## src/rtl/svx32_rvfi_monitor.sv

```systemverilog
// svx32_rvfi_monitor: RVFI retirement monitor; counts retires/traps and checks order, PC chain, x0, post-halt, watchdog.
// Latency: every status register updates on the edge after the retiring/offending cycle; pol_any_err follows the flag register.
// Backpressure: none; pure observer that never stalls the core. Sticky flags hold until pil_clr_err or pil_rst.
module svx32_rvfi_monitor #(
  parameter int NRET        = 1,
  parameter int XLEN        = 32,
  parameter int ILEN        = 32,
  parameter int CNT_W       = 32,
  parameter int WDOG_CYCLES = 1024
) (
  input  logic                 pil_clk,
  input  logic                 pil_rst,
  input  logic [NRET-1:0]      piv_rvfi_valid,
  input  logic [64*NRET-1:0]   piv_rvfi_order,
  input  logic [ILEN*NRET-1:0] piv_rvfi_insn,
  input  logic [XLEN*NRET-1:0] piv_rvfi_pc_rdata,
  input  logic [XLEN*NRET-1:0] piv_rvfi_pc_wdata,
  input  logic [NRET-1:0]      piv_rvfi_trap,
  input  logic [NRET-1:0]      piv_rvfi_halt,
  input  logic [5*NRET-1:0]    piv_rvfi_rd_addr,
  input  logic [XLEN*NRET-1:0] piv_rvfi_rd_wdata,
  input  logic                 pil_clr_err,
  output logic [CNT_W-1:0]     pov_retire_cnt,
  output logic [CNT_W-1:0]     pov_trap_cnt,
  output logic [4:0]           pov_err_flags,
  output logic [2:0]           pov_err_code,
  output logic [63:0]          pov_err_order,
  output logic                 pol_any_err,
  output logic                 pol_halted
);

  localparam int WDOG_W = $clog2(WDOG_CYCLES);

  localparam logic [2:0] ERR_NONE  = 3'd0;
  localparam logic [2:0] ERR_ORDER = 3'd1;
  localparam logic [2:0] ERR_PC    = 3'd2;
  localparam logic [2:0] ERR_X0    = 3'd3;
  localparam logic [2:0] ERR_WDOG  = 3'd4;
  localparam logic [2:0] ERR_POST  = 3'd5;

  typedef enum logic [1:0] {
    ST_IDLE   = 2'd0,
    ST_RUN    = 2'd1,
    ST_HALTED = 2'd2
  } state_t;

  // Registered state
  state_t            r_state;
  logic [WDOG_W-1:0] r_wdog_cnt;
  logic [63:0]       r_exp_order;
  logic              r_last_pc_valid;
  logic [XLEN-1:0]   r_last_pc;
  logic              r_last_trap;
  logic [CNT_W-1:0]  r_retire_cnt;
  logic [CNT_W-1:0]  r_trap_cnt;
  logic [4:0]        r_err_flags;
  logic [2:0]        r_err_code;
  logic [63:0]       r_err_order;

  // Per-cycle evaluation
  logic [NRET:0]     w_vld_below;
  logic              w_any_vld;
  logic [2:0]        w_nvalid;
  logic [2:0]        w_ntrap;
  logic              w_halt_seen;
  logic              w_prev_vld;
  logic [XLEN-1:0]   w_prev_pc;
  logic              w_prev_trap;
  logic [63:0]       w_ch_order;
  logic [XLEN-1:0]   w_ch_pcr;
  logic [XLEN-1:0]   w_ch_pcw;
  logic [4:0]        w_ch_rd;
  logic [XLEN-1:0]   w_ch_wd;
  logic              w_e_order;
  logic              w_e_pc;
  logic              w_e_x0;
  logic              w_e_post;
  logic              w_wdog_hit;
  logic [4:0]        w_new_flags;
  logic              w_cap_vld;
  logic [2:0]        w_cap_code;
  logic [63:0]       w_cap_order;
  logic [CNT_W+2:0]  w_ret_sum;
  logic [CNT_W+2:0]  w_trap_sum;
  logic              w_unused;

  // The instruction word is carried on the bus but not checked here.
  assign w_unused = ^piv_rvfi_insn;

  // Bit k is the valid of channel k-1; channel 0 is always "preceded" so it never sees a gap.
  assign w_vld_below = {piv_rvfi_valid, 1'b1};
  assign w_any_vld   = |piv_rvfi_valid;

  // Walk the channels in retirement order, chaining PC/halt through earlier channels of the same cycle.
  always_comb begin
    w_nvalid    = '0;
    w_ntrap     = '0;
    w_halt_seen = 1'b0;
    w_prev_vld  = r_last_pc_valid;
    w_prev_pc   = r_last_pc;
    w_prev_trap = r_last_trap;
    w_ch_order  = '0;
    w_ch_pcr    = '0;
    w_ch_pcw    = '0;
    w_ch_rd     = '0;
    w_ch_wd     = '0;
    w_e_order   = 1'b0;
    w_e_pc      = 1'b0;
    w_e_x0      = 1'b0;
    w_e_post    = 1'b0;
    w_wdog_hit  = 1'b0;
    w_new_flags = '0;
    w_cap_vld   = 1'b0;
    w_cap_code  = ERR_NONE;
    w_cap_order = '0;
    for (int k = 0; k < NRET; k++) begin
      w_ch_order = piv_rvfi_order[64*k +: 64];
      w_ch_pcr   = piv_rvfi_pc_rdata[XLEN*k +: XLEN];
      w_ch_pcw   = piv_rvfi_pc_wdata[XLEN*k +: XLEN];
      w_ch_rd    = piv_rvfi_rd_addr[5*k +: 5];
      w_ch_wd    = piv_rvfi_rd_wdata[XLEN*k +: XLEN];
      w_e_order  = 1'b0;
      w_e_pc     = 1'b0;
      w_e_x0     = 1'b0;
      w_e_post   = 1'b0;
      if (piv_rvfi_valid[k]) begin
        // w_nvalid is the index of this channel among the valid ones so far.
        w_e_order = !w_vld_below[k] || (w_ch_order != r_exp_order + {61'd0, w_nvalid});
        // A trapped predecessor legitimately redirects the PC, so continuity is not checked.
        w_e_pc    = w_prev_vld && !w_prev_trap && (w_ch_pcr != w_prev_pc);
        w_e_x0    = (w_ch_rd == 5'd0) && (w_ch_wd != '0);
        w_e_post  = (r_state == ST_HALTED) || w_halt_seen;
        w_new_flags[0] = w_new_flags[0] | w_e_order;
        w_new_flags[1] = w_new_flags[1] | w_e_pc;
        w_new_flags[2] = w_new_flags[2] | w_e_x0;
        w_new_flags[4] = w_new_flags[4] | w_e_post;
        if (!w_cap_vld && (w_e_order || w_e_pc || w_e_x0 || w_e_post)) begin
          w_cap_vld   = 1'b1;
          w_cap_order = w_ch_order;
          if (w_e_order)   w_cap_code = ERR_ORDER;
          else if (w_e_pc) w_cap_code = ERR_PC;
          else if (w_e_x0) w_cap_code = ERR_X0;
          else             w_cap_code = ERR_POST;
        end
        w_prev_vld  = 1'b1;
        w_prev_pc   = w_ch_pcw;
        w_prev_trap = piv_rvfi_trap[k];
        if (piv_rvfi_halt[k]) w_halt_seen = 1'b1;
        w_nvalid = w_nvalid + 3'd1;
        if (piv_rvfi_trap[k]) w_ntrap = w_ntrap + 3'd1;
      end
    end
    // Watchdog only fires on a quiet RUN cycle, and loses capture priority to any channel error.
    w_wdog_hit     = (r_state == ST_RUN) && !w_any_vld &&
                     (r_wdog_cnt == WDOG_W'(WDOG_CYCLES - 1));
    w_new_flags[3] = w_wdog_hit;
    if (w_wdog_hit && !w_cap_vld) begin
      w_cap_vld   = 1'b1;
      w_cap_code  = ERR_WDOG;
      w_cap_order = '0;
    end
  end

  assign w_ret_sum  = {3'b000, r_retire_cnt} + {{CNT_W{1'b0}}, w_nvalid};
  assign w_trap_sum = {3'b000, r_trap_cnt}   + {{CNT_W{1'b0}}, w_ntrap};

  // Lifecycle FSM plus the idle-cycle watchdog counter that only runs in RUN.
  always_ff @(posedge pil_clk) begin
    if (pil_rst) begin
      r_state    <= ST_IDLE;
      r_wdog_cnt <= '0;
    end else begin
      case (r_state)
        ST_IDLE: begin
          if (w_halt_seen)    r_state <= ST_HALTED;
          else if (w_any_vld) r_state <= ST_RUN;
        end
        ST_RUN: begin
          if (w_halt_seen) r_state <= ST_HALTED;
        end
        ST_HALTED: r_state <= ST_HALTED;
        default:   r_state <= ST_IDLE;
      endcase
      if (pil_clr_err || (r_state != ST_RUN) || w_any_vld || w_wdog_hit) begin
        r_wdog_cnt <= '0;
      end else begin
        r_wdog_cnt <= r_wdog_cnt + WDOG_W'(1);
      end
    end
  end

  // Expected order and last-retirement PC/trap carried into the next cycle.
  always_ff @(posedge pil_clk) begin
    if (pil_rst) begin
      r_exp_order     <= '0;
      r_last_pc_valid <= 1'b0;
      r_last_pc       <= '0;
      r_last_trap     <= 1'b0;
    end else begin
      r_exp_order     <= r_exp_order + {61'd0, w_nvalid};
      r_last_pc_valid <= w_prev_vld;
      r_last_pc       <= w_prev_pc;
      r_last_trap     <= w_prev_trap;
    end
  end

  // Saturating retire and trap counters; any carry out of the counter width pins them at all-ones.
  always_ff @(posedge pil_clk) begin
    if (pil_rst) begin
      r_retire_cnt <= '0;
      r_trap_cnt   <= '0;
    end else begin
      if (w_ret_sum[CNT_W+2:CNT_W] != 3'd0) r_retire_cnt <= '1;
      else                                   r_retire_cnt <= w_ret_sum[CNT_W-1:0];
      if (w_trap_sum[CNT_W+2:CNT_W] != 3'd0) r_trap_cnt <= '1;
      else                                    r_trap_cnt <= w_trap_sum[CNT_W-1:0];
    end
  end

  // Sticky flags and first-error capture; a new error in a clear cycle is kept (set beats clear).
  always_ff @(posedge pil_clk) begin
    if (pil_rst) begin
      r_err_flags <= '0;
      r_err_code  <= ERR_NONE;
      r_err_order <= '0;
    end else begin
      r_err_flags <= (pil_clr_err ? 5'd0 : r_err_flags) | w_new_flags;
      if (w_cap_vld && (pil_clr_err || (r_err_code == ERR_NONE))) begin
        r_err_code  <= w_cap_code;
        r_err_order <= w_cap_order;
      end else if (pil_clr_err) begin
        r_err_code  <= ERR_NONE;
        r_err_order <= '0;
      end
    end
  end

  assign pov_retire_cnt = r_retire_cnt;
  assign pov_trap_cnt   = r_trap_cnt;
  assign pov_err_flags  = r_err_flags;
  assign pov_err_code   = r_err_code;
  assign pov_err_order  = r_err_order;
  assign pol_any_err    = |r_err_flags;
  assign pol_halted     = (r_state == ST_HALTED);

endmodule

```

## config.mk

```make
export PLATFORM = sky130hd
export DESIGN_NAME = svx32_rvfi_monitor
export DESIGN_NICKNAME = d
export VERILOG_FILES = /design/src/rtl/svx32_rvfi_monitor.sv
export SDC_FILE = /design/constraint.sdc
export NUM_CORES = 1
export LEC_CHECK = 0
export BUFFER_PORTS_ARGS = -buffer_cell sky130_fd_sc_hd__buf_2
export CORE_MARGIN = 2
export CORE_UTILIZATION = 30
export CTS_BUF_LIST = sky130_fd_sc_hd__clkbuf_4
export DETAILED_ROUTE_END_ITERATION = 12
export GPL_ROUTABILITY_DRIVEN = 0
export HOLD_SLACK_MARGIN = 0.05
export MAX_ROUTING_LAYER = met4
export PLACE_DENSITY = 0.54
export SYNTH_ARGS = -nofsm -noshare
export SYNTH_HDL_FRONTEND = slang
export SYNTH_SLANG_ARGS = --single-unit
```

## constraint.sdc

```tcl
create_clock -name pil_clk -period 3.3 [get_ports pil_clk]
set_input_delay 0 -clock pil_clk [delete_from_list [all_inputs] [get_ports pil_clk]]
set_output_delay 0 -clock pil_clk [all_outputs]
set_load 0.05 [all_outputs]
```

==> metrics.cfg, run 1 <==
[status]
status=finished clean

[logic_synthesis]
yosysUniqueCellTypes=43
synth_ff_type=dfxtp_1
synth_edf_count=0
synth_warnings=0
synth_seq_cells=246
synth_top_area_frac=0.454
netlist_area_mm2=0.0108
ys_seq_area_frac=0.454
netlist_top_cells_area=dfxtp_1, xnor2_1, a32o_1
syn_nets=1357
yosys-top-cells-count=dfxtp_1, nor2_1, xnor2_1, xor2_1, a21oi_1
synth.avg_cell_area_um2=9.49
synth-async-reset-ratio=0
yosys.area.top_type=dfxtp_1
synth.most_common_cell=dfxtp_1
syn_inst=1143

[timing]
fin_crit_ns=2.71
hold_violations=0
setup_tns_ns=0
setup_viol=0
max_freq_ghz=0.369
fin_crit_sh=0.821
slew_viol_final=0
clock_skew_ns=0.0377
hold-worst-slack_ns=0.125
maxSlewHeadroom=0.347
rsz0062_at_grt=false
tightestPinTransition_ns=0.979

[setup_path]
crit_slowest_cell=xnor2_1
worstSetupEndpointType=register
cp-start-kind=register
cp_max_fo=64
path_common_cell=nand4_1
path_class=reg -> reg
slowest_delay_ns=0.38
worstPathRequired_ns=3.92
critical_path_arrival_ns=3.33
crit_chain=xnor2_1 -> nand4_1 -> nor4_1 -> nand4_1 -> nor4_2 -> a21o_2 -> buf_12 -> a32o_1

[layout]
area_growth_pct=44.4
fin_nets=1885
seq_area_mm2=0.00492
multi_input_area_mm2=0.00558
fillers=3484
drive_gt1_frac=0.254

[route]
wire_per_inst_um=16.3
ant_nets=0
dr.pass1.iters=6
via_count=10588
wl_um=35400
viasPerCell=4.86
drt-initial-drc-count=476
drc=0

[clock_tree]
insertion_delay_ns=0.71
cts_buffers=73
cts_max_level=3
cts_resized=0
clk_path_buf_depth=3
path_clk_slew_ns=0.06
cts.sinks=246
cts_setup_buffers=0
cts_tree=built
cts_root_buffer=clkbuf_4

[floorplan]
design.core.area_mm2=0.0356
start_util=0.305
die-area_mm2=0.0377
die_height_um=194
die_w_um=194
top_level_ports=341
rows=69

[power]
p_total_mw=6.98
ir_drop_mv=0.298
powerDensity_mw_per_mm2=446
power_leakage_nw=6.50

[global_routing]
grt_pass1_vias=10636
grt_antenna_before_repair=1
gr-total-overflow=0
grt_pass1_wl_um=55200
grt_max_degree=106
grt.total_usage=0.187

[job]
drv_cap=0

[place]
io_buffer_count=308
dp_hpwl_um=22600

[min_path]
worstHoldPathType=in -> reg

layout by cell type, fill, tap and decap left out, types with 3 or more instances in the layout:
cell type,n
nor3_2,3
buf_12,3
and2_1,8
a311oi_1,4
and4_1,19
nor2_1,140
nand2_1,46
dfxtp_1,246
a21oi_1,68
nor2b_1,5
clkinv_1,11
ha_1,11
buf_4,6
o21ai_0,8
mux2i_1,35
nand2b_1,5
nor3_1,10
xnor2_1,135
a32o_1,64
xor2_1,70
nand4_1,54
nor4_1,15
buf_2,307
nand3_1,51
or3_1,7
a31oi_1,5
inv_1,16
and3_1,39
clkbuf_4,104
dlygate4sd3_1,197
metal layers:
layer | vias up | share of wire | global-route usage
met5 | - | 0 | -
met4 | 0 | 0.044 | 0.0996
met3 | 109 | 0.052 | 0.0430
met2 | 367 | 0.45 | 0.280
met1 | 4934 | 0.45 | 0.232
li1 | 5178 | - | -
path summary, 6_finish.rpt:
kind	cells after the start	endpoint	startpoint	slack, ns
worst max-delay path	8	pov_err_order[12]$_SDFFE_PP0P_	r_exp_order[21]$_SDFF_PP0_	0.59
worst min-delay path	3	pov_err_order[0]$_SDFFE_PP0P_	piv_rvfi_order[0]	0.12
worst max register to register	8	pov_err_order[12]$_SDFFE_PP0P_	r_exp_order[21]$_SDFF_PP0_	0.59
worst min register to register	1	r_wdog_cnt[0]$_SDFF_PP0_	r_wdog_cnt[0]$_SDFF_PP0_	0.47
per-stage QoR:
step	util	area (um2)	cells	worst slack, ns
6_report	0.440	15700	2180	0.592
5_1_grt	0.440	15700	2180	0.343
4_1_cts	0.440	15700	2179	0.548
3_5_place_dp	0.359	12800	1860	0.538
3_3_place_gp	0.359	12800	1860	0.563
2_1_floorplan	-	10800	1143	0.745
power breakdown:
part / switching [mW] / internal [mW] / total [mW]
logic: 0.513 / 0.408 / 0.921
clock network: 1.36 / 1.60 / 2.95
registers: 0.0547 / 3.05 / 3.11
repair_timing:
item                                    in CTS  in global routing
endpoints found under the hold margin      185                  0
endpoints found under the setup margin       0                  0
hold buffers                               197                  0
cell type report:
| cell class | instances | share of cell area |
|---|---|---|
| clock inverter | 18 | 0.00831 |
| clock buffer | 104 | 0.0498 |
| tap | 461 | 0.0368 |
| sequential | 246 | 0.314 |
| timing repair buffer | 513 | 0.231 |
| antenna | 1 | 0.000160 |
| multi-input combinational | 821 | 0.356 |
| inverter | 16 | 0.00383 |
flip-flops by register name, indices dropped and copies added (netlist names):
| register | cells |
|---|---|
| r_exp_order | 64 |
| pov_retire_cnt | 32 |
| pov_trap_cnt | 32 |
| pov_err_order | 64 |
| r_state | 2 |
| r_wdog_cnt | 10 |
| pov_err_flags | 5 |
| r_last_pc | 32 |
| pov_err_code | 3 |
| r_last_pc_valid | 1 |
| r_last_trap | 1 |
critical path: cells and delay by family, from the launching register on:
| family | cells | cell delay [ns] |
|---|---|---|
| flops | 1 | 0.35 |
| xor+xnor | 1 | 0.38 |
| buf+inv | 1 | 0.29 |
| compound gates | 2 | 0.44 |
| simple gates | 4 | 1.16 |
kinds of logic (layout without fill, tap and decap cells):
logic type      count (synthesis)  after routing  share of synthesized area
compound gates                160            160                      0.108
xor+xnor                      205            205                      0.166
fa+ha+maj                      11             11                     0.0127
buf+inv                        76            651                     0.0330
flops                         246            246                      0.454
mux                            35             35                     0.0323
other cells                     0              1                          0
simple gates                  410            410                      0.194
Power figures use the tool's default switching activity.
==> inputs of run 2 (changes only) <==
- clock period: 3.3 -> 2.53 ns (I/O delays scaled with it)
==> metrics.cfg, run 2 (synthesis results as in run 1) <==
[timing]
fin_crit_sh=0.964  ; +0.143
clock_skew_ns=0.0449  ; +0.00720 ns
tightestPinTransition_ns=0.789  ; -0.190 ns
setup_viol=0  ; unchanged
fin_crit_ns=2.44  ; -0.270 ns
hold_violations=0  ; unchanged
slew_viol_final=0  ; unchanged
max_freq_ghz=0.410  ; +11%
fin_ws_ns=0.0914  ; -0.500 ns
setup_tns_ns=0  ; unchanged
maxSlewHeadroom=0.474  ; +0.127

[setup_path]
worstPathRequired_ns=3.17  ; -0.75 ns
critical_path_arrival_ns=3.08  ; -0.25 ns
cp_max_fo=48  ; -25%
worstReg2RegEnd=pov_err_order[16]$_SDFFE_PP0P_
slowest_delay_ns=0.39  ; about the same
crit_chain=xnor2_1 -> nand4_1 -> nor4_1 -> nand4_1 -> nor4_2 -> a21o_2 -> buf_12 -> a32o_1
worstSetupEndpointType=register
critPathLaunch=r_exp_order[60]$_SDFF_PP0_
path_common_cell=nand4_1
crit_slowest_cell=xnor2_1
path_class=reg -> reg
reg2regPathDepth=8  ; unchanged
worstSetupEndpoint=pov_err_order[16]$_SDFFE_PP0P_
reg2reg_setup_slack_ns=0.09  ; -0.50 ns
r2r-start=r_exp_order[60]$_SDFF_PP0_
cp-start-kind=register

[layout]
layout_common_cells=buf_2, dfxtp_1, dlygate4sd3_1, nor2_1, xnor2_1
multi_input_area_mm2=0.00559  ; +0.22%
area_growth_pct=47.4
stdcell_area_mm2=0.0160  ; +2.1%
fin_nets=1922  ; +2.0%
final_common_cell=buf_2
seq_area_mm2=0.00492  ; unchanged
fillers=3476  ; -0.23%
drive_gt1_frac=0.268  ; +0.0144

[route]
dr.pass1.iters=5  ; -1
drc=0  ; unchanged
via_count=10787  ; +1.9%
wire_per_inst_um=15.9  ; -1.9%
drt-initial-drc-count=564  ; +18%
viasPerCell=4.85  ; -0.23%
ant_nets=0  ; unchanged
wl_um=35500  ; +0.21%

[place]
io_buffer_count=308  ; unchanged
pre_cts_slack_ns=0.0316  ; -0.507 ns
dp_hpwl_um=23900  ; +5.6%
place_area_mm2=0.0130  ; +1.9%

[status]
status=finished clean

[min_path]
worstHoldPathType=in -> reg

[clock_tree]
cts_buffers=73  ; unchanged
cts_tree=built
cts.sinks=246  ; unchanged
insertion_delay_ns=0.73  ; +0.02 ns
path_clk_slew_ns=0.06  ; about the same
cts_root_buffer=clkbuf_4
cts_max_level=3  ; unchanged
clk_path_buf_depth=3  ; unchanged

[job]
drv_cap=0  ; unchanged

[floorplan]
top_level_ports=341  ; unchanged
die-area_mm2=0.0377  ; unchanged
die_height_um=194  ; unchanged
design.core.area_mm2=0.0356  ; unchanged
start_util=0.305  ; unchanged
die_w_um=194  ; unchanged
rows=69  ; unchanged

[global_routing]
gr-total-overflow=0  ; unchanged
grt_pass1_vias=10830  ; +1.8%
grt.total_usage=0.187  ; +0.000740
grt_pass1_wl_um=55500  ; +0.46%
grt_max_degree=72  ; -32%
grt_antenna_before_repair=4  ; +3

[power]
powerDensity_mw_per_mm2=570  ; +28%
p_total_mw=9.12  ; +31%
ir_drop_mv=0.373  ; +25%
power_leakage_nw=6.69  ; +2.9%

-- run 2: cell types whose count changed in the layout (fill, tap and decap cells not counted) --
cell	before	now
buf_4	6	39
clkinv_1	11	16
diode_2	1	5
dlygate4sd3_1	197	201
a21oi_1	68	67
a21oi_2	0	1
clkinvlp_4	2	1
inv_2	1	2
nand2_1	46	45
nand2_2	0	1
nor4_1	15	14
nor4_2	2	3
-- run 2: worst max-delay path: cells and delay by family, from the launching register on --
kind	cells	cell delay [ns]
AO/OA/AOI/OAI	2	0.42
XOR/XNOR	1	0.39
buffers and inverters	1	0.24
flip-flops	1	0.33
AND/OR/NAND/NOR	4	0.93
-- run 2: per-layer routing --
metal | up-vias | wire length [um] | track usage
met5 | - | 0 | -
met4 | 0 | 1280 | 0.0870
met3 | 102 | 2060 | 0.0456
met2 | 374 | 16100 | 0.288
met1 | 5052 | 16000 | 0.231
li1 | 5259 | - | -
-- run 2: final cells by class --
type | count | share of cell area
flip-flops and latches | 246 | 0.308
multi-input cells | 821 | 0.350
clock inverters | 23 | 0.00908
clock buffers | 104 | 0.0488
diodes | 5 | 0.000782
well taps | 461 | 0.0361
inverters | 16 | 0.00376
repair buffers | 550 | 0.244
-- run 2: how the worst min path moves through the flow --
stage	from	endpoint	cells after the start
3_3_place_gp	piv_rvfi_pc_wdata[23]	r_last_pc[23]$_SDFFE_PP0P_	3
2_1_floorplan	piv_rvfi_halt	r_state[0]$_SDFFE_PP0P_	1
6_report	piv_rvfi_order[8]	pov_err_order[8]$_SDFFE_PP0P_	3
4_1_cts	piv_rvfi_pc_wdata[1]	r_last_pc[1]$_SDFFE_PP0P_	4
5_1_grt	piv_rvfi_order[8]	pov_err_order[8]$_SDFFE_PP0P_	3
3_5_place_dp	piv_rvfi_pc_wdata[28]	r_last_pc[28]$_SDFFE_PP0P_	3
-- run 2: power breakdown --
part           internal (mW)  leakage (nW)  switching [mW]
Clock                   2.09         0.548            1.76
Sequential              3.98          2.00          0.0699
Combinational          0.548          4.14           0.673
-- run 2: through the flow --
step / std cells / utilization / hold slack (ns)
2_1_floorplan: 1143 / - / 0.117
3_3_place_gp: 1893 / 0.366 / 0.233
3_5_place_dp: 1893 / 0.366 / 0.244
4_1_cts: 2221 / 0.449 / 0.0500
5_1_grt: 2226 / 0.450 / 0.0507
6_report: 2226 / 0.450 / 0.122
-- run 2: repair_timing --
action                                 in CTS  in global routing
setup buffers                               0                  0
hold buffers                              201                  0
resized for setup                           1                  2
gates cloned                                0                  0
setup endpoints to repair                  12                 11
endpoints found under the hold margin     151                  0
